`config.mk`:
```
export PLATFORM = sky130hd
export DESIGN_NAME = pipeline_ctrl_flat
export DESIGN_NICKNAME = d
export VERILOG_FILES = /design/src/rtl/pipeline_ctrl_pkg.sv /design/src/rtl/pipeline_ctrl_if.sv /design/src/rtl/pipeline_ctrl_hazard_detect.sv /design/src/rtl/pipeline_ctrl.sv /design/src/flat_wrapper.sv
export SDC_FILE = /design/constraint.sdc
export NUM_CORES = 1
export LEC_CHECK = 0
export BUFFER_PORTS_ARGS = -buffer_cell sky130_fd_sc_hd__buf_4
export CELL_PAD_IN_SITES_DETAIL_PLACEMENT = 1
export CELL_PAD_IN_SITES_GLOBAL_PLACEMENT = 1
export CORE_ASPECT_RATIO = 1.75
export CORE_UTILIZATION = 31
export DETAILED_ROUTE_END_ITERATION = 16
export PLACE_DENSITY_LB_ADDON = 0.1
export SYNTH_ARGS = -nofsm -noshare
export SYNTH_HDL_FRONTEND = slang
export SYNTH_HIERARCHICAL = 1
export SYNTH_SLANG_ARGS = --single-unit
```
`constraint.sdc`:
```
create_clock -name clk -period 2.66 [get_ports clk]
set_input_delay 0.266 -clock clk [delete_from_list [all_inputs] [get_ports clk]]
set_output_delay 0.266 -clock clk [all_outputs]
set_load 0.005 [all_outputs]
```
`src/rtl/pipeline_ctrl_pkg.sv`:
```
// Shared types for the pipeline sequencing controller: FSM states and next-PC mux encoding.
package ctrl_pkg;

  typedef enum logic [1:0] {
    RUN   = 2'd0,
    DRAIN = 2'd1,
    TRAP  = 2'd2
  } ctrl_state_t;

  typedef logic [1:0] pc_sel_t;

  localparam pc_sel_t PC_PLUS4  = 2'b00;
  localparam pc_sel_t PC_BRANCH = 2'b01;
  localparam pc_sel_t PC_TRAP   = 2'b10;
  localparam pc_sel_t PC_MEPC   = 2'b11;

endpackage

```
`src/rtl/pipeline_ctrl_if.sv`:
```
// Pipeline-side bundle: hazard/branch/irq status into the controller, stall/flush/PC-select out.
interface pipeline_ctrl_if
  import ctrl_pkg::*;
#(
  parameter int XLEN = 32
);
  logic [4:0]      id_rs1_addr;
  logic [4:0]      id_rs2_addr;
  logic            id_use_rs1;
  logic            id_use_rs2;
  logic [4:0]      ex_rd_addr;
  logic            ex_mem_ren;
  logic            br_taken_EX;
  logic            mret_EX;
  logic [XLEN-1:0] pc_ID;
  logic            irq_pending;
  logic            irq_enable;
  logic            mem_busy;

  logic            stall_PC;
  logic            stall_ID;
  logic            flush_ID;
  logic            flush_EX;
  logic            freeze;
  pc_sel_t         pc_sel;
  logic [XLEN-1:0] mepc;
  logic            irq_ack;
  logic            in_handler;

  // master is the pipeline datapath, slave is the controller
  modport master (
    output id_rs1_addr, id_rs2_addr, id_use_rs1, id_use_rs2, ex_rd_addr, ex_mem_ren,
           br_taken_EX, mret_EX, pc_ID, irq_pending, irq_enable, mem_busy,
    input  stall_PC, stall_ID, flush_ID, flush_EX, freeze, pc_sel, mepc, irq_ack, in_handler
  );

  modport slave (
    input  id_rs1_addr, id_rs2_addr, id_use_rs1, id_use_rs2, ex_rd_addr, ex_mem_ren,
           br_taken_EX, mret_EX, pc_ID, irq_pending, irq_enable, mem_busy,
    output stall_PC, stall_ID, flush_ID, flush_EX, freeze, pc_sel, mepc, irq_ack, in_handler
  );

endinterface

```
`src/rtl/pipeline_ctrl_hazard_detect.sv`:
```
// Load-use hazard: a load in EX whose rd is read by the instruction in ID cannot be forwarded in time.
module hazard_detect (
  input  logic [4:0] id_rs1_addr,
  input  logic [4:0] id_rs2_addr,
  input  logic       id_use_rs1,
  input  logic       id_use_rs2,
  input  logic [4:0] ex_rd_addr,
  input  logic       ex_mem_ren,
  output logic       load_use
);

  logic w_hit_rs1;
  logic w_hit_rs2;

  assign w_hit_rs1 = id_use_rs1 & (ex_rd_addr == id_rs1_addr);
  assign w_hit_rs2 = id_use_rs2 & (ex_rd_addr == id_rs2_addr);
  // x0 is hardwired zero, so a load targeting it never creates a dependency
  assign load_use  = ex_mem_ren & (ex_rd_addr != 5'd0) & (w_hit_rs1 | w_hit_rs2);

endmodule

```
`src/rtl/pipeline_ctrl.sv`:
```
// Pipeline sequencing controller: load-use stalls, branch flushes, SRAM freeze and
// interrupt entry (drain -> trap redirect) / mret return.
module pipeline_ctrl
  import ctrl_pkg::*;
#(
  parameter int              XLEN         = 32,
  parameter int              DRAIN_CYCLES = 3,
  parameter logic [XLEN-1:0] TRAP_VEC     = 'h0000_0100
)(
  input  logic            clk,
  input  logic            rst_n,
  pipeline_ctrl_if.slave  bus
);

  localparam int CNT_W = (DRAIN_CYCLES > 1) ? $clog2(DRAIN_CYCLES) : 1;

  // The PC mux owns TRAP_VEC; this block only selects it, so just sanity-check it here.
  generate
    if (TRAP_VEC[1:0] != 2'b00) begin : g_bad_trap_vec
      $error("pipeline_ctrl: TRAP_VEC must be word aligned");
    end
    if (DRAIN_CYCLES < 1) begin : g_bad_drain
      $error("pipeline_ctrl: DRAIN_CYCLES must be at least 1");
    end
  endgenerate

  ctrl_state_t     r_state,      w_state_next;
  logic [CNT_W-1:0] r_cnt,       w_cnt_next;
  logic [XLEN-1:0] r_mepc,       w_mepc_next;
  logic            r_in_handler, w_in_handler_next;

  logic    w_load_use;
  logic    w_irq_accept;
  logic    w_stall_pc, w_stall_id, w_flush_id, w_flush_ex, w_freeze, w_irq_ack;
  pc_sel_t w_pc_sel;

  hazard_detect u_hazard_detect (
    .id_rs1_addr (bus.id_rs1_addr),
    .id_rs2_addr (bus.id_rs2_addr),
    .id_use_rs1  (bus.id_use_rs1),
    .id_use_rs2  (bus.id_use_rs2),
    .ex_rd_addr  (bus.ex_rd_addr),
    .ex_mem_ren  (bus.ex_mem_ren),
    .load_use    (w_load_use)
  );

  assign w_irq_accept = bus.irq_pending & bus.irq_enable & ~r_in_handler
                      & ~bus.br_taken_EX & ~bus.mret_EX;

  always_comb begin
    w_state_next      = r_state;
    w_cnt_next        = r_cnt;
    w_mepc_next       = r_mepc;
    w_in_handler_next = r_in_handler;
    w_stall_pc        = 1'b0;
    w_stall_id        = 1'b0;
    w_flush_id        = 1'b0;
    w_flush_ex        = 1'b0;
    w_freeze          = 1'b0;
    w_pc_sel          = PC_PLUS4;
    w_irq_ack         = 1'b0;

    if (!rst_n) begin
      w_flush_id = 1'b1;
      w_flush_ex = 1'b1;
    end else if (bus.mem_busy) begin
      // Whole pipeline holds; any pending redirect is re-evaluated once the SRAM is free
      w_freeze   = 1'b1;
      w_stall_pc = 1'b1;
      w_stall_id = 1'b1;
    end else begin
      unique case (r_state)
        RUN: begin
          if (bus.br_taken_EX) begin
            w_pc_sel   = PC_BRANCH;
            w_flush_id = 1'b1;
            w_flush_ex = 1'b1;
          end else if (bus.mret_EX) begin
            if (r_in_handler) begin
              w_pc_sel          = PC_MEPC;
              w_flush_id        = 1'b1;
              w_flush_ex        = 1'b1;
              w_in_handler_next = 1'b0;
            end
          end else if (w_irq_accept) begin
            // ID instruction is discarded and replayed from mepc after mret
            w_mepc_next  = bus.pc_ID;
            w_stall_pc   = 1'b1;
            w_flush_id   = 1'b1;
            w_flush_ex   = 1'b1;
            w_cnt_next   = CNT_W'(DRAIN_CYCLES - 1);
            w_state_next = DRAIN;
          end else if (w_load_use) begin
            w_stall_pc = 1'b1;
            w_stall_id = 1'b1;
            w_flush_ex = 1'b1;
          end
        end
        DRAIN: begin
          w_stall_pc = 1'b1;
          w_flush_id = 1'b1;
          w_flush_ex = 1'b1;
          if (r_cnt == '0) begin
            w_state_next = TRAP;
          end else begin
            w_cnt_next = r_cnt - 1'b1;
          end
        end
        TRAP: begin
          w_pc_sel          = PC_TRAP;
          w_flush_id        = 1'b1;
          w_irq_ack         = 1'b1;
          w_in_handler_next = 1'b1;
          w_state_next      = RUN;
        end
        default: w_state_next = RUN;
      endcase
    end
  end

  always_ff @(posedge clk) begin
    if (!rst_n) begin
      r_state      <= RUN;
      r_cnt        <= '0;
      r_mepc       <= '0;
      r_in_handler <= 1'b0;
    end else begin
      r_state      <= w_state_next;
      r_cnt        <= w_cnt_next;
      r_mepc       <= w_mepc_next;
      r_in_handler <= w_in_handler_next;
    end
  end

  assign bus.stall_PC   = w_stall_pc;
  assign bus.stall_ID   = w_stall_id;
  assign bus.flush_ID   = w_flush_id;
  assign bus.flush_EX   = w_flush_ex;
  assign bus.freeze     = w_freeze;
  assign bus.pc_sel     = w_pc_sel;
  assign bus.irq_ack    = w_irq_ack;
  assign bus.mepc       = r_mepc;
  assign bus.in_handler = r_in_handler;

endmodule

```
`src/flat_wrapper.sv`:
```
// flat-port wrapper written by rule: the top's interface ports become plain ports
module pipeline_ctrl_flat import ctrl_pkg::*;
#(
  parameter int              XLEN         = 32,
  parameter int              DRAIN_CYCLES = 3,
  parameter logic [XLEN-1:0] TRAP_VEC     = 'h0000_0100
)
  (clk, rst_n, bus_id_rs1_addr, bus_id_rs2_addr, bus_id_use_rs1, bus_id_use_rs2, bus_ex_rd_addr, bus_ex_mem_ren, bus_br_taken_EX, bus_mret_EX, bus_pc_ID, bus_irq_pending, bus_irq_enable, bus_mem_busy, bus_stall_PC, bus_stall_ID, bus_flush_ID, bus_flush_EX, bus_freeze, bus_pc_sel, bus_mepc, bus_irq_ack, bus_in_handler);
  pipeline_ctrl_if #(.XLEN(XLEN)) bus_i ();
  input  logic clk;
  input  logic rst_n;
  input wire logic [$bits(bus_i.id_rs1_addr)-1:0] bus_id_rs1_addr;
  input wire logic [$bits(bus_i.id_rs2_addr)-1:0] bus_id_rs2_addr;
  input wire logic [$bits(bus_i.id_use_rs1)-1:0] bus_id_use_rs1;
  input wire logic [$bits(bus_i.id_use_rs2)-1:0] bus_id_use_rs2;
  input wire logic [$bits(bus_i.ex_rd_addr)-1:0] bus_ex_rd_addr;
  input wire logic [$bits(bus_i.ex_mem_ren)-1:0] bus_ex_mem_ren;
  input wire logic [$bits(bus_i.br_taken_EX)-1:0] bus_br_taken_EX;
  input wire logic [$bits(bus_i.mret_EX)-1:0] bus_mret_EX;
  input wire logic [$bits(bus_i.pc_ID)-1:0] bus_pc_ID;
  input wire logic [$bits(bus_i.irq_pending)-1:0] bus_irq_pending;
  input wire logic [$bits(bus_i.irq_enable)-1:0] bus_irq_enable;
  input wire logic [$bits(bus_i.mem_busy)-1:0] bus_mem_busy;
  output wire logic [$bits(bus_i.stall_PC)-1:0] bus_stall_PC;
  output wire logic [$bits(bus_i.stall_ID)-1:0] bus_stall_ID;
  output wire logic [$bits(bus_i.flush_ID)-1:0] bus_flush_ID;
  output wire logic [$bits(bus_i.flush_EX)-1:0] bus_flush_EX;
  output wire logic [$bits(bus_i.freeze)-1:0] bus_freeze;
  output wire logic [$bits(bus_i.pc_sel)-1:0] bus_pc_sel;
  output wire logic [$bits(bus_i.mepc)-1:0] bus_mepc;
  output wire logic [$bits(bus_i.irq_ack)-1:0] bus_irq_ack;
  output wire logic [$bits(bus_i.in_handler)-1:0] bus_in_handler;
  assign bus_i.id_rs1_addr = bus_id_rs1_addr;
  assign bus_i.id_rs2_addr = bus_id_rs2_addr;
  assign bus_i.id_use_rs1 = bus_id_use_rs1;
  assign bus_i.id_use_rs2 = bus_id_use_rs2;
  assign bus_i.ex_rd_addr = bus_ex_rd_addr;
  assign bus_i.ex_mem_ren = bus_ex_mem_ren;
  assign bus_i.br_taken_EX = bus_br_taken_EX;
  assign bus_i.mret_EX = bus_mret_EX;
  assign bus_i.pc_ID = bus_pc_ID;
  assign bus_i.irq_pending = bus_irq_pending;
  assign bus_i.irq_enable = bus_irq_enable;
  assign bus_i.mem_busy = bus_mem_busy;
  assign bus_stall_PC = bus_i.stall_PC;
  assign bus_stall_ID = bus_i.stall_ID;
  assign bus_flush_ID = bus_i.flush_ID;
  assign bus_flush_EX = bus_i.flush_EX;
  assign bus_freeze = bus_i.freeze;
  assign bus_pc_sel = bus_i.pc_sel;
  assign bus_mepc = bus_i.mepc;
  assign bus_irq_ack = bus_i.irq_ack;
  assign bus_in_handler = bus_i.in_handler;
  pipeline_ctrl #(.XLEN(XLEN), .DRAIN_CYCLES(DRAIN_CYCLES), .TRAP_VEC(TRAP_VEC)) u_core (.clk(clk), .rst_n(rst_n), .bus(bus_i));
endmodule
```
==> metrics.log, run 1 <==
[metrics] FMAX: 0.482 GHz
[metrics] CTS Root Cell: sky130_fd_sc_hd__clkbuf_8
[metrics] Worst-Margin Slew: 0.391 ns
[metrics] Top-Level Pins: 98
[metrics] setup repair after global routing missed its margin: false
[metrics] pin count of the biggest net entering global routing: 46
[metrics] via count of the first global-routing pass: 1905
[metrics] type of the tightest min-delay check: in2reg
[metrics] routed vias: 1866
[metrics] setup_tns: 0 ns
[metrics] Top cell by count, worst path: sky130_fd_sc_hd__buf_4
[metrics] count of H-tree levels built during CTS: 2
[metrics] max-slew violation count: 0
[metrics] number of search-and-repair iterations in the first detailed-routing pass: 2
[metrics] arrival time at the worst endpoint: 1.81 ns
[metrics] number of instances in the synthesized netlist: 225
[metrics] First DRT Iteration DRCs: 39
[metrics] synthesis-stage register bit count: 37
[metrics] hold bufs inserted after CTS: 0
[metrics] critical path cell sequence: buf_4, xor2_1, nor4_1, nand3_1, a21oi_1, o21bai_1, a21bo_2, a31oi_1, buf_4
[metrics] number of warning messages in the yosys log: 6
[metrics] antenna violations before repair: 0
[metrics] leakage power total: 1.13 nW
[metrics] CTS tree: done
[metrics] total power divided by cell area: 411 mW/mm^2
[metrics] Buf+Inv Stages, Crit Path: 2
[metrics] startpoint type of the worst setup path: input pin
[metrics] data required time of the critical path: 2.39 ns
[metrics] count of unique library cells instantiated by Yosys: 39
[metrics] fraction of the yosys area taken by sequential cells: 40.5%
[metrics] skew final: 0.00883 ns
[metrics] drt drc: 0
[metrics] Via density: 4.72
[metrics] number of cells upsized or downsized after cts: 0
[metrics] Cell Rows: 36
[metrics] WS Path Type: in2out
[metrics] die span in y: 104 microns
[metrics] sinks on the clock net: 37
[metrics] die area: 0.00623 sq mm
[metrics] last weighted congestion value of the routability-driven placer: 0.747
[metrics] WL/cell: 12.6 microns
[metrics] Clock Path Buffers: 2
[metrics] clock latency reported for the late side of the worst-skew pair: 0.29 ns
[metrics] maximum cell stage delay along the critical path: 0.32 ns
[metrics] first-pass GRT wire length: 8090 microns
[metrics] peak supply drop: 0.159 mV
[metrics] number of buffers inserted by port buffering: 97
[metrics] fraction of the cycle the final worst path needs: 78.1%
[metrics] Worst Path Max Fanout: 3
[metrics] post-synthesis average cell area: 8.14 sq um
[metrics] Core Region: 0.00563 sq mm
[metrics] Total Routed Length: 4960 microns
[metrics] total power of the final layout: 1.10 mW
[metrics] cell with the biggest individual delay on the critical path: sky130_fd_sc_hd__nor4_1
[metrics] TritonCTS buffer count: 5
[metrics] global-route total usage across every layer: 16.7%
[metrics] clock period minus final worst setup slack: 2.08 ns
[metrics] total overflow reported by the global router: 0
[metrics] Final setup viols: 0
[metrics] Final HPWL DP: 3780 microns
[metrics] number of nets in the final layout: 380
[metrics] Slew HR: 74.0%
[metrics] result of the run: finished, final reports clean
[metrics] number of max-capacitance violations reported: 0
[metrics] CTS clock-pin slew for the worst setup and hold paths: 0.08 ns
[metrics] kind of cell with the highest combined delay on the critical path: compound AO/OA/AOI/OAI gates
[metrics] most common cell after layout, fill and taps aside: sky130_fd_sc_hd__buf_4
[metrics] growth of design area from synthesis to finish: 46.7%
[metrics] post-route antenna net violation count: 0
[metrics] Mapped Nets: 287
[metrics] effective utilization at floorplan: 32.5%
[metrics] share of post-route cells with drive strength above 1: 35.1%
[metrics] buffer count from post-CTS setup fixing: 0
[metrics] type of element capturing the critical path: primary output
[metrics] antenna diode count: 0
[metrics] final hold vios: 0
[metrics] x dimension of the die: 60.1 microns
[metrics] cell area after technology mapping: 0.00183 sq mm
[metrics] commonest cells after routing, fill and taps aside: sky130_fd_sc_hd__buf_4, sky130_fd_sc_hd__nand2_1, sky130_fd_sc_hd__dfxtp_1
## flip-flops by register name, indices dropped and copies added (netlist names)
name and count:
u_core/bus.mepc 32, u_core/r_cnt 2, u_core/r_state 2, u_core/bus.in_handler 1
## per-layer routing
metal | track usage, % | share of wire [%]
met5 | 0 | 0
met4 | 5.48 | 1.4
met3 | 4.37 | 7.0
met2 | 30.9 | 54
met1 | 17.3 | 37
## worst reg2reg max path, cell delays in order (launching register included)
cell and delay [ns]:
sky130_fd_sc_hd__dfxtp_1 0.34, sky130_fd_sc_hd__inv_1 0.09, sky130_fd_sc_hd__ha_1 0.36, sky130_fd_sc_hd__or3b_4 0.46, sky130_fd_sc_hd__or3_1 0.35, sky130_fd_sc_hd__buf_4 0.22, sky130_fd_sc_hd__nand2_1 0.09, sky130_fd_sc_hd__a21boi_1 0.06
## stage by stage
step | hold slack, ns | instances | instance area [sq um] | setup WS, ns | utilization (%)
2_1_floorplan | 0.401 | 225 | 1830 | 0.817 | -
3_3_place_gp | 0.441 | 387 | 2600 | 0.589 | 46.2
3_5_place_dp | 0.447 | 387 | 2600 | 0.554 | 46.2
4_1_cts | 0.209 | 395 | 2690 | 0.547 | 47.7
5_1_grt | 0.213 | 395 | 2690 | 0.408 | 47.7
6_report | 0.214 | 395 | 2690 | 0.584 | 47.7
## cells in the mapped netlist (all sizes together)
cell type	n	area (sq um)
a21oi	7	35.0
xor2	8	70.1
mux2i	1	10.0
nor3b	2	15.0
a32o	1	10.0
clkbuf	6	22.5
nand2b	2	12.5
a31oi	3	18.8
nand3	2	10.0
o22ai	1	6.26
xnor2	2	17.5
inv	6	22.5
nor3	3	20.0
and2	1	6.26
o21ai	5	25.0
or3	1	6.26
and3b	2	17.5
nor2b	3	18.8
nand3b	1	7.51
o2bb2ai	1	8.76
o21bai	1	7.51
dfxtp	37	741
nand4	1	6.26
a21boi	33	248
a21bo	1	10.0
or3b	1	11.3
or4	1	7.51
buf	8	61.3
ha	5	62.6
nand2	70	263
nor4	2	18.8
nor2	5	18.8
o31ai	2	15.0
## layout make-up
| cell class | instances | area (sq um) |
|---|---|---|
| Clock buffer | 5 | 68.8 |
| Clock inverter | 3 | 17.5 |
| Fill cell | 713 | 2950 |
| Inverter | 6 | 22.5 |
| Multi-Input combinational cell | 168 | 990 |
| Sequential cell | 37 | 741 |
| Tap cell | 76 | 95.1 |
| Timing Repair Buffer | 100 | 751 |
## path summary, 6_finish.rpt
check,slack [ns],startpoint,to,cells past startpoint
hold reg to reg,0.45,u_core/bus.mepc[15],u_core/bus.mepc[15],2
setup / recovery,0.58,bus_ex_rd_addr[2],bus_flush_EX,9
setup reg to reg,0.59,u_core/r_state[0],u_core/bus.mepc[28],7
hold / removal,0.21,bus_pc_ID[15],u_core/bus.mepc[15],3
## cell families (layout without fill, tap and decap cells)
kind of cell,count (synthesis),in the layout,share of synthesized area [%]
buf+inv,20,114,5.81
compound gates,55,55,21.0
simple gates,97,97,24.0
xor+xnor,10,10,4.79
fa+ha+maj,5,5,3.42
flops,37,37,40.5
mux,1,1,0.547
## where the power goes
group | leakage (nW) | internal [mW] | switching, mW
sequential | 0.299 | 0.560 | 0.00327
combinational | 0.790 | 0.0963 | 0.0641
clock | 0.0439 | 0.181 | 0.200
No activity file was read; power rests on OpenSTA's default activity.
==> inputs of run 2 (changes only) <==
--- a/config.mk
+++ b/config.mk
@@ -5,11 +5,12 @@
 export SDC_FILE = /design/constraint.sdc
 export NUM_CORES = 1
 export LEC_CHECK = 0
+export ABC_AREA = 1
 export BUFFER_PORTS_ARGS = -buffer_cell sky130_fd_sc_hd__buf_4
 export CELL_PAD_IN_SITES_DETAIL_PLACEMENT = 1
 export CELL_PAD_IN_SITES_GLOBAL_PLACEMENT = 1
 export CORE_ASPECT_RATIO = 1.75
-export CORE_UTILIZATION = 31
+export CORE_UTILIZATION = 28
 export DETAILED_ROUTE_END_ITERATION = 16
 export PLACE_DENSITY_LB_ADDON = 0.1
 export SYNTH_ARGS = -nofsm -noshare
==> constraint.sdc (replaced) <==
create_clock -name clk -period 1.9 [get_ports clk]
set_input_delay 0.19 -clock clk [delete_from_list [all_inputs] [get_ports clk]]
set_output_delay 0.19 -clock clk [all_outputs]
set_load 0.005 [all_outputs]
==> metrics.log, run 2 <==
[metrics] top routing layer used: met4
[metrics] sinks on the clock net: 37
[metrics] x dimension of the die: 65.5 microns
[metrics] max-slew violation count: 0
[metrics] first-pass GRT wire length: 9790 microns
[metrics] number of cells on the worst hold path: 3
[metrics] pin count of the biggest net entering global routing: 36
[metrics] worst reg2reg startpoint: u_core/r_state[1]
[metrics] Final setup viols: 0
[metrics] Clock Path Buffers: 2
[metrics] FMAX: 0.569 GHz
[metrics] Worst Path Max Fanout: 4
[metrics] Slew HR: 76.6%
[metrics] Top cell by count, worst path: sky130_fd_sc_hd__inv_1
[metrics] sum of met3 wire segment lengths after detailed routing: 286 microns
[metrics] most frequent cells after synthesis: sky130_fd_sc_hd__nand2_1, sky130_fd_sc_hd__a21oi_1, sky130_fd_sc_hd__dfxtp_1
[metrics] TritonCTS buffer count: 5
[metrics] First DRT Iteration DRCs: 150
[metrics] most common cell after layout, fill and taps aside: sky130_fd_sc_hd__buf_4
[metrics] CTS clock-pin slew for the worst setup and hold paths: 0.06 ns
[metrics] origin of the worst min-delay path: bus_pc_ID[24]
[metrics] EDFF count, synth: 0
[metrics] type of the tightest min-delay check: in2reg
[metrics] drt drc: 0
[metrics] number of cells on the worst reg-to-reg path: 9
[metrics] Via density: 4.68
[metrics] antenna diode count: 0
[metrics] kind of cell with the highest combined delay on the critical path: simple AND/OR/NAND/NOR gates
[metrics] max FFs per register: 32
[metrics] total overflow reported by the global router: 0
[metrics] met1 layer wirelength in the final routing: 2240 microns
[metrics] setup slack after placement: 0.232 ns
[metrics] Final HPWL DP: 4740 microns
[metrics] effective utilization at floorplan: 28.8%
[metrics] synthesis-stage register bit count: 37
[metrics] setup_tns: 0 ns
[metrics] commonest cells after routing, fill and taps aside: sky130_fd_sc_hd__buf_4, sky130_fd_sc_hd__nand2_1, sky130_fd_sc_hd__a21oi_1
[metrics] count of unique library cells instantiated by Yosys: 25
[metrics] most repeated cell in the gate-level netlist after synthesis: sky130_fd_sc_hd__nand2_1
[metrics] antenna violations before repair: 0
[metrics] number of warning messages in the yosys log: 6
[metrics] Core Region: 0.00686 sq mm
[metrics] Mapped Nets: 348
[metrics] fraction of the cycle the final worst path needs: 92.5%
[metrics] CTS tree: done
[metrics] type of element capturing the critical path: primary output
[metrics] number of instances in the synthesized netlist: 286
[metrics] Total Routed Length: 6120 microns
[metrics] number of max-capacitance violations reported: 0
[metrics] number of buffers inserted by port buffering: 97
[metrics] fraction of the yosys area taken by sequential cells: 37.5%
[metrics] buffer count from post-CTS setup fixing: 0
[metrics] Worst R2R Setup Slack: 0.29 ns
[metrics] routed vias: 2172
[metrics] setup repair after global routing missed its margin: false
[metrics] data required time of the critical path: 1.71 ns
[metrics] global-route total usage across every layer: 17.4%
[metrics] WS Path Type: reg2out
[metrics] result of the run: finished, final reports clean
[metrics] startpoint type of the worst setup path: flip-flop
[metrics] final core utilization: 41.4%
[metrics] die span in y: 113 microns
[metrics] Cell Rows: 40
[metrics] post-route antenna net violation count: 0
[metrics] total instance count after detailed placement: 456
[metrics] via count of the first global-routing pass: 2175
[metrics] arrival time at the worst endpoint: 1.57 ns
[metrics] endpoint of the worst-slack reg-to-reg timing path: u_core/r_state[0]
[metrics] Area contributors post-synth: sky130_fd_sc_hd__dfxtp_1, sky130_fd_sc_hd__nand2_1, sky130_fd_sc_hd__a21oi_1
[metrics] final non-filler cell total: 464
[metrics] WL/cell: 13.2 microns
[metrics] share of post-route cells with drive strength above 1: 31.6%
[metrics] maximum cell stage delay along the critical path: 0.40 ns
[metrics] skew final: 0.00505 ns
[metrics] number of search-and-repair iterations in the first detailed-routing pass: 5
[metrics] number of nets in the final layout: 441
[metrics] top-area cell type share of the netlist area: 37.5%
[metrics] clock period minus final worst setup slack: 1.76 ns
[metrics] Buf+Inv Stages, Crit Path: 3
[metrics] cell area after technology mapping: 0.00197 sq mm
[metrics] die area: 0.00740 sq mm
[metrics] critical path cell sequence: inv_1, ha_1, inv_1, nor4_1, buf_4
[metrics] CTS Root Cell: sky130_fd_sc_hd__clkbuf_16
[metrics] cell with the biggest individual delay on the critical path: sky130_fd_sc_hd__nor4_1
[metrics] biggest area consumer among synthesized cells: sky130_fd_sc_hd__dfxtp_1
[metrics] count of H-tree levels built during CTS: 2
[metrics] last weighted congestion value of the routability-driven placer: 0.828
[metrics] Worst-Margin Slew: 0.348 ns
[metrics] growth of design area from synthesis to finish: 43.8%
[metrics] leakage power total: 1.35 nW
[metrics] total power divided by cell area: 649 mW/mm^2
[metrics] wire length on met2: 3380 microns
[metrics] Top-Level Pins: 98
[metrics] peak supply drop: 0.383 mV
[metrics] post-synthesis average cell area: 6.90 sq um
[metrics] main flop type after synthesis: sky130_fd_sc_hd__dfxtp_1
[metrics] final hold vios: 0
[metrics] setup slack after layout: 0.142 ns
[metrics] async set or reset register ratio after synthesis: 0%
[metrics] clock latency reported for the late side of the worst-skew pair: 0.28 ns
[metrics] worst-case hold path end point: u_core/bus.mepc[24]
-- run 2: layout make-up --
| class | instances | area, sq um |
|---|---|---|
| Clock buffer | 6 | 129 |
| Timing Repair Buffer | 101 | 758 |
| Fill cell | 891 | 4020 |
| Inverter | 30 | 118 |
| Clock inverter | 2 | 10.0 |
| Tap cell | 84 | 105 |
| Sequential cell | 37 | 743 |
| Multi-Input combinational cell | 204 | 976 |
-- run 2: cells by family after synthesis --
| kind of cell | count (synthesis) | synth area share, % |
|---|---|---|
| AO/OA/AOI/OAI | 44 | 11.2 |
| adder cells (fa/ha/maj) | 5 | 3.17 |
| buffers and inverters | 45 | 13.1 |
| flip-flops | 37 | 37.5 |
| AND/OR/NAND/NOR | 155 | 35.0 |
-- run 2: power breakdown --
group,switching (mW),internal (mW)
clock,0.309,0.481
sequential,0.00628,0.786
combinational,0.129,0.132
-- run 2: worst max-delay path by stage --
stage	from	end	slack (ns)	cells after the start
3_5_place_dp	bus_ex_rd_addr[3]	bus_stall_PC	0.23	12
2_1_floorplan	u_core/r_state[0]	u_core/r_cnt[0]	0.54	9
3_3_place_gp	bus_ex_rd_addr[1]	bus_stall_PC	0.21	12
6_report	u_core/r_state[1]	bus_pc_sel[0]	0.14	5
5_1_grt	u_core/r_state[1]	bus_flush_EX	0.009	7
4_1_cts	u_core/r_state[1]	bus_stall_PC	0.04	8
-- run 2: repair_timing --
action                                  CTS  global route
endpoints found under the setup margin    0             3
resized for setup                         0             3
endpoints found under the hold margin     0             0
hold buffers                              0             0
-- run 2: metal layers --
metal  vias to the layer above  GRT usage, %
met2                        69          32.9
met4                         0          9.57
met5                         -             0
met1                       993          16.8
li1                       1099             -
met3                        11          3.53
-- run 2: metrics by stage --
| stage | power [mW] | area, sq um | hold slack, ns |
|---|---|---|---|
| final | 1.84 | 2840 | 0.183 |
| after global routing | 1.93 | 2840 | 0.184 |
| after detailed placement | 1.08 | 2700 | 0.456 |
| after floorplan | 0.929 | 1970 | 0.311 |
| after CTS | 1.88 | 2840 | 0.176 |
| after global placement | 1.07 | 2700 | 0.448 |
-- run 2: worst min-delay path: stages --
cell	delay [ns]
sky130_fd_sc_hd__buf_4	0.11
sky130_fd_sc_hd__nand3_2	0.05
sky130_fd_sc_hd__a21oi_1	0.05
==> inputs of run 3 (changes only) <==
--- a/config.mk
+++ b/config.mk
@@ -9,8 +9,9 @@
 export BUFFER_PORTS_ARGS = -buffer_cell sky130_fd_sc_hd__buf_4
 export CELL_PAD_IN_SITES_DETAIL_PLACEMENT = 1
 export CELL_PAD_IN_SITES_GLOBAL_PLACEMENT = 1
-export CORE_ASPECT_RATIO = 1.75
-export CORE_UTILIZATION = 28
+export CORE_ASPECT_RATIO = 0.6
+export CORE_UTILIZATION = 29
+export CTS_BUF_LIST = sky130_fd_sc_hd__clkbuf_4
 export DETAILED_ROUTE_END_ITERATION = 16
 export PLACE_DENSITY_LB_ADDON = 0.1
 export SYNTH_ARGS = -nofsm -noshare
==> metrics.log, run 3 (synthesis gave the netlist of run 2 again) <==
[metrics] result of the run: finished, final reports clean
[metrics] type of the tightest min-delay check: in2reg
[metrics] skew final: 0.0131 ns
[metrics] Buf+Inv Stages, Crit Path: 3
[metrics] x dimension of the die: 109 microns
[metrics] setup slack after placement: 0.129 ns
[metrics] Worst-Margin Slew: 0.386 ns
[metrics] final-layout worst hold slack: 0.0998 ns
[metrics] first-pass GRT wire length: 10600 microns
[metrics] FMAX: 0.553 GHz
[metrics] fraction of the cycle the final worst path needs: 95.2%
[metrics] Via density: 4.65
[metrics] TritonCTS buffer count: 5
[metrics] data required time of the critical path: 1.71 ns
[metrics] Slew HR: 74.3%
[metrics] clock latency reported for the late side of the worst-skew pair: 0.35 ns
[metrics] number of max-capacitance violations reported: 0
[metrics] Core Region: 0.00633 sq mm
[metrics] sequential group share of total power: 53.0%
[metrics] critical path cell sequence: inv_1, ha_4, clkinvlp_4, nor4_2, buf_4
[metrics] First DRT Iteration DRCs: 101
[metrics] number of search-and-repair iterations in the first detailed-routing pass: 4
[metrics] maximum cell stage delay along the critical path: 0.33 ns
[metrics] sw power: 0.417 mW
[metrics] internal power: 1.08 mW
[metrics] Critical path origin: u_core/r_state[1]
[metrics] peak supply drop: 0.285 mV
[metrics] total overflow reported by the global router: 0
[metrics] Total Routed Length: 6730 microns
[metrics] total instance count after detailed placement: 458
[metrics] clock period minus final worst setup slack: 1.81 ns
[metrics] type of element capturing the critical path: primary output
[metrics] Cell Rows: 22
[metrics] routed vias: 2187
[metrics] share of post-route cells with drive strength above 1: 33.7%
[metrics] WS Path Type: reg2out
[metrics] post-route antenna net violation count: 0
[metrics] pin count of the biggest net entering global routing: 36
[metrics] effective utilization at floorplan: 31.2%
[metrics] origin of the worst min-delay path: rst_n
[metrics] CTS clock-pin slew for the worst setup and hold paths: 0.11 ns
[metrics] Clock Path Buffers: 2
[metrics] leakage power total: 1.34 nW
[metrics] arrival time at the worst endpoint: 1.62 ns
[metrics] global-route total usage across every layer: 19.7%
[metrics] sinks on the clock net: 37
[metrics] number of cells on the worst hold path: 3
[metrics] setup slack after layout: 0.0917 ns
[metrics] cell with the biggest individual delay on the critical path: sky130_fd_sc_hd__dfxtp_1
[metrics] antenna violations before repair: 0
[metrics] via count of the first global-routing pass: 2108
[metrics] CTS Root Cell: sky130_fd_sc_hd__clkbuf_4
[metrics] share of total power consumed by net switching: 27.9%
[metrics] final non-filler cell total: 470
[metrics] max FFs per register: 32
[metrics] die span in y: 65.9 microns
[metrics] power share of the clock group: 28.6%
[metrics] Worst Path Max Fanout: 6
[metrics] kind of cell with the highest combined delay on the critical path: buffers and inverters
[metrics] growth of design area from synthesis to finish: 43.7%
[metrics] total power divided by cell area: 527 mW/mm^2
[metrics] Final HPWL DP: 4980 microns
[metrics] most common cell after layout, fill and taps aside: sky130_fd_sc_hd__buf_4
[metrics] startpoint type of the worst setup path: flip-flop
[metrics] CTS tree: done
[metrics] Logic pwr share: 18.5%
[metrics] number of cells on the worst reg-to-reg path: 10
[metrics] count of H-tree levels built during CTS: 2
[metrics] drt drc: 0
[metrics] number of nets in the final layout: 447
[metrics] WL/cell: 14.3 microns
[metrics] CP Depth: 5
[metrics] final hold vios: 0
[metrics] number of buffers inserted by port buffering: 97
[metrics] max-slew violation count: 0
[metrics] worst reg2reg startpoint: u_core/r_state[1]
[metrics] Final setup viols: 0
[metrics] die area: 0.00715 sq mm
[metrics] last weighted congestion value of the routability-driven placer: 0.849
[metrics] Top-Level Pins: 98
[metrics] antenna diode count: 0
[metrics] commonest cells after routing, fill and taps aside: sky130_fd_sc_hd__buf_4, sky130_fd_sc_hd__nand2_1, sky130_fd_sc_hd__a21oi_1
==> run 3: cell count changes in the layout (fill, tap and decap cells not counted), sizes merged <==
cell	previous run	this run
buf	101	106
clkbuf	6	7
inv	30	29
clkinvlp	0	1
==> run 3: worst paths after layout <==
path	slack (ns)	end
worst max-delay path	0.09	bus_pc_sel[0]
worst min-delay path	0.1	u_core/r_cnt[0]
worst max register to register	0.17	u_core/r_cnt[1]
worst min register to register	0.47	u_core/bus.mepc[6]
==> run 3: layout make-up <==
class / instances / area (sq um)
Timing Repair Buffer: 107 / 801
Sequential cell: 37 / 741
Clock buffer: 6 / 45.0
Inverter: 30 / 124
Tap cell: 84 / 105
Fill cell: 847 / 3490
Clock inverter: 2 / 10.0
Multi-Input combinational cell: 204 / 1010
==> run 3: metrics by stage <==
step	power (mW)	TNS [ns]	cell area, sq um	utilization, %
after global routing	1.60	-0.0180	2840	44.8
after detailed placement	1.08	0	2710	42.8
after global placement	1.08	0	2710	42.8
final	1.49	0	2840	44.8
after CTS	1.52	0	2780	44.0
after floorplan	0.929	0	1970	-
==> run 3: power by group through the flow <==
stage	clock, mW	combinational, mW	sequential (mW)
after floorplan	0	0.120	0.809
after global placement	0	0.269	0.808
after CTS	0.460	0.273	0.791
after global routing	0.500	0.307	0.793
after detailed placement	0	0.271	0.809
final	0.427	0.276	0.791
==> run 3: worst register-to-register path, stage by stage, from the launching register on <==
cell                       delay, ns
sky130_fd_sc_hd__dfxtp_1        0.35
sky130_fd_sc_hd__inv_1          0.10
sky130_fd_sc_hd__ha_4           0.21
sky130_fd_sc_hd__clkbuf_2       0.16
sky130_fd_sc_hd__buf_4          0.15
sky130_fd_sc_hd__nand2_1        0.07
sky130_fd_sc_hd__nand3_1        0.08
sky130_fd_sc_hd__nor2_1         0.27
sky130_fd_sc_hd__nand3b_1       0.13
sky130_fd_sc_hd__nand2_1        0.08
sky130_fd_sc_hd__nor2_1         0.04
==> run 3: layer usage <==
layer  wire length, microns  GRT usage (%)  share of wire [%]
met1                   3640           30.4                 54
met2                   2660           26.1                 40
met3                    381           5.22                5.7
met4                     48           4.56               0.71
met5                      0              0                  0
==> run 3: what timing repair did <==
item,in CTS,in global routing
pin swaps,0,1
endpoints found under the setup margin,3,3
setup buffers,0,4
hold buffers,0,0
gates resized for setup,4,5
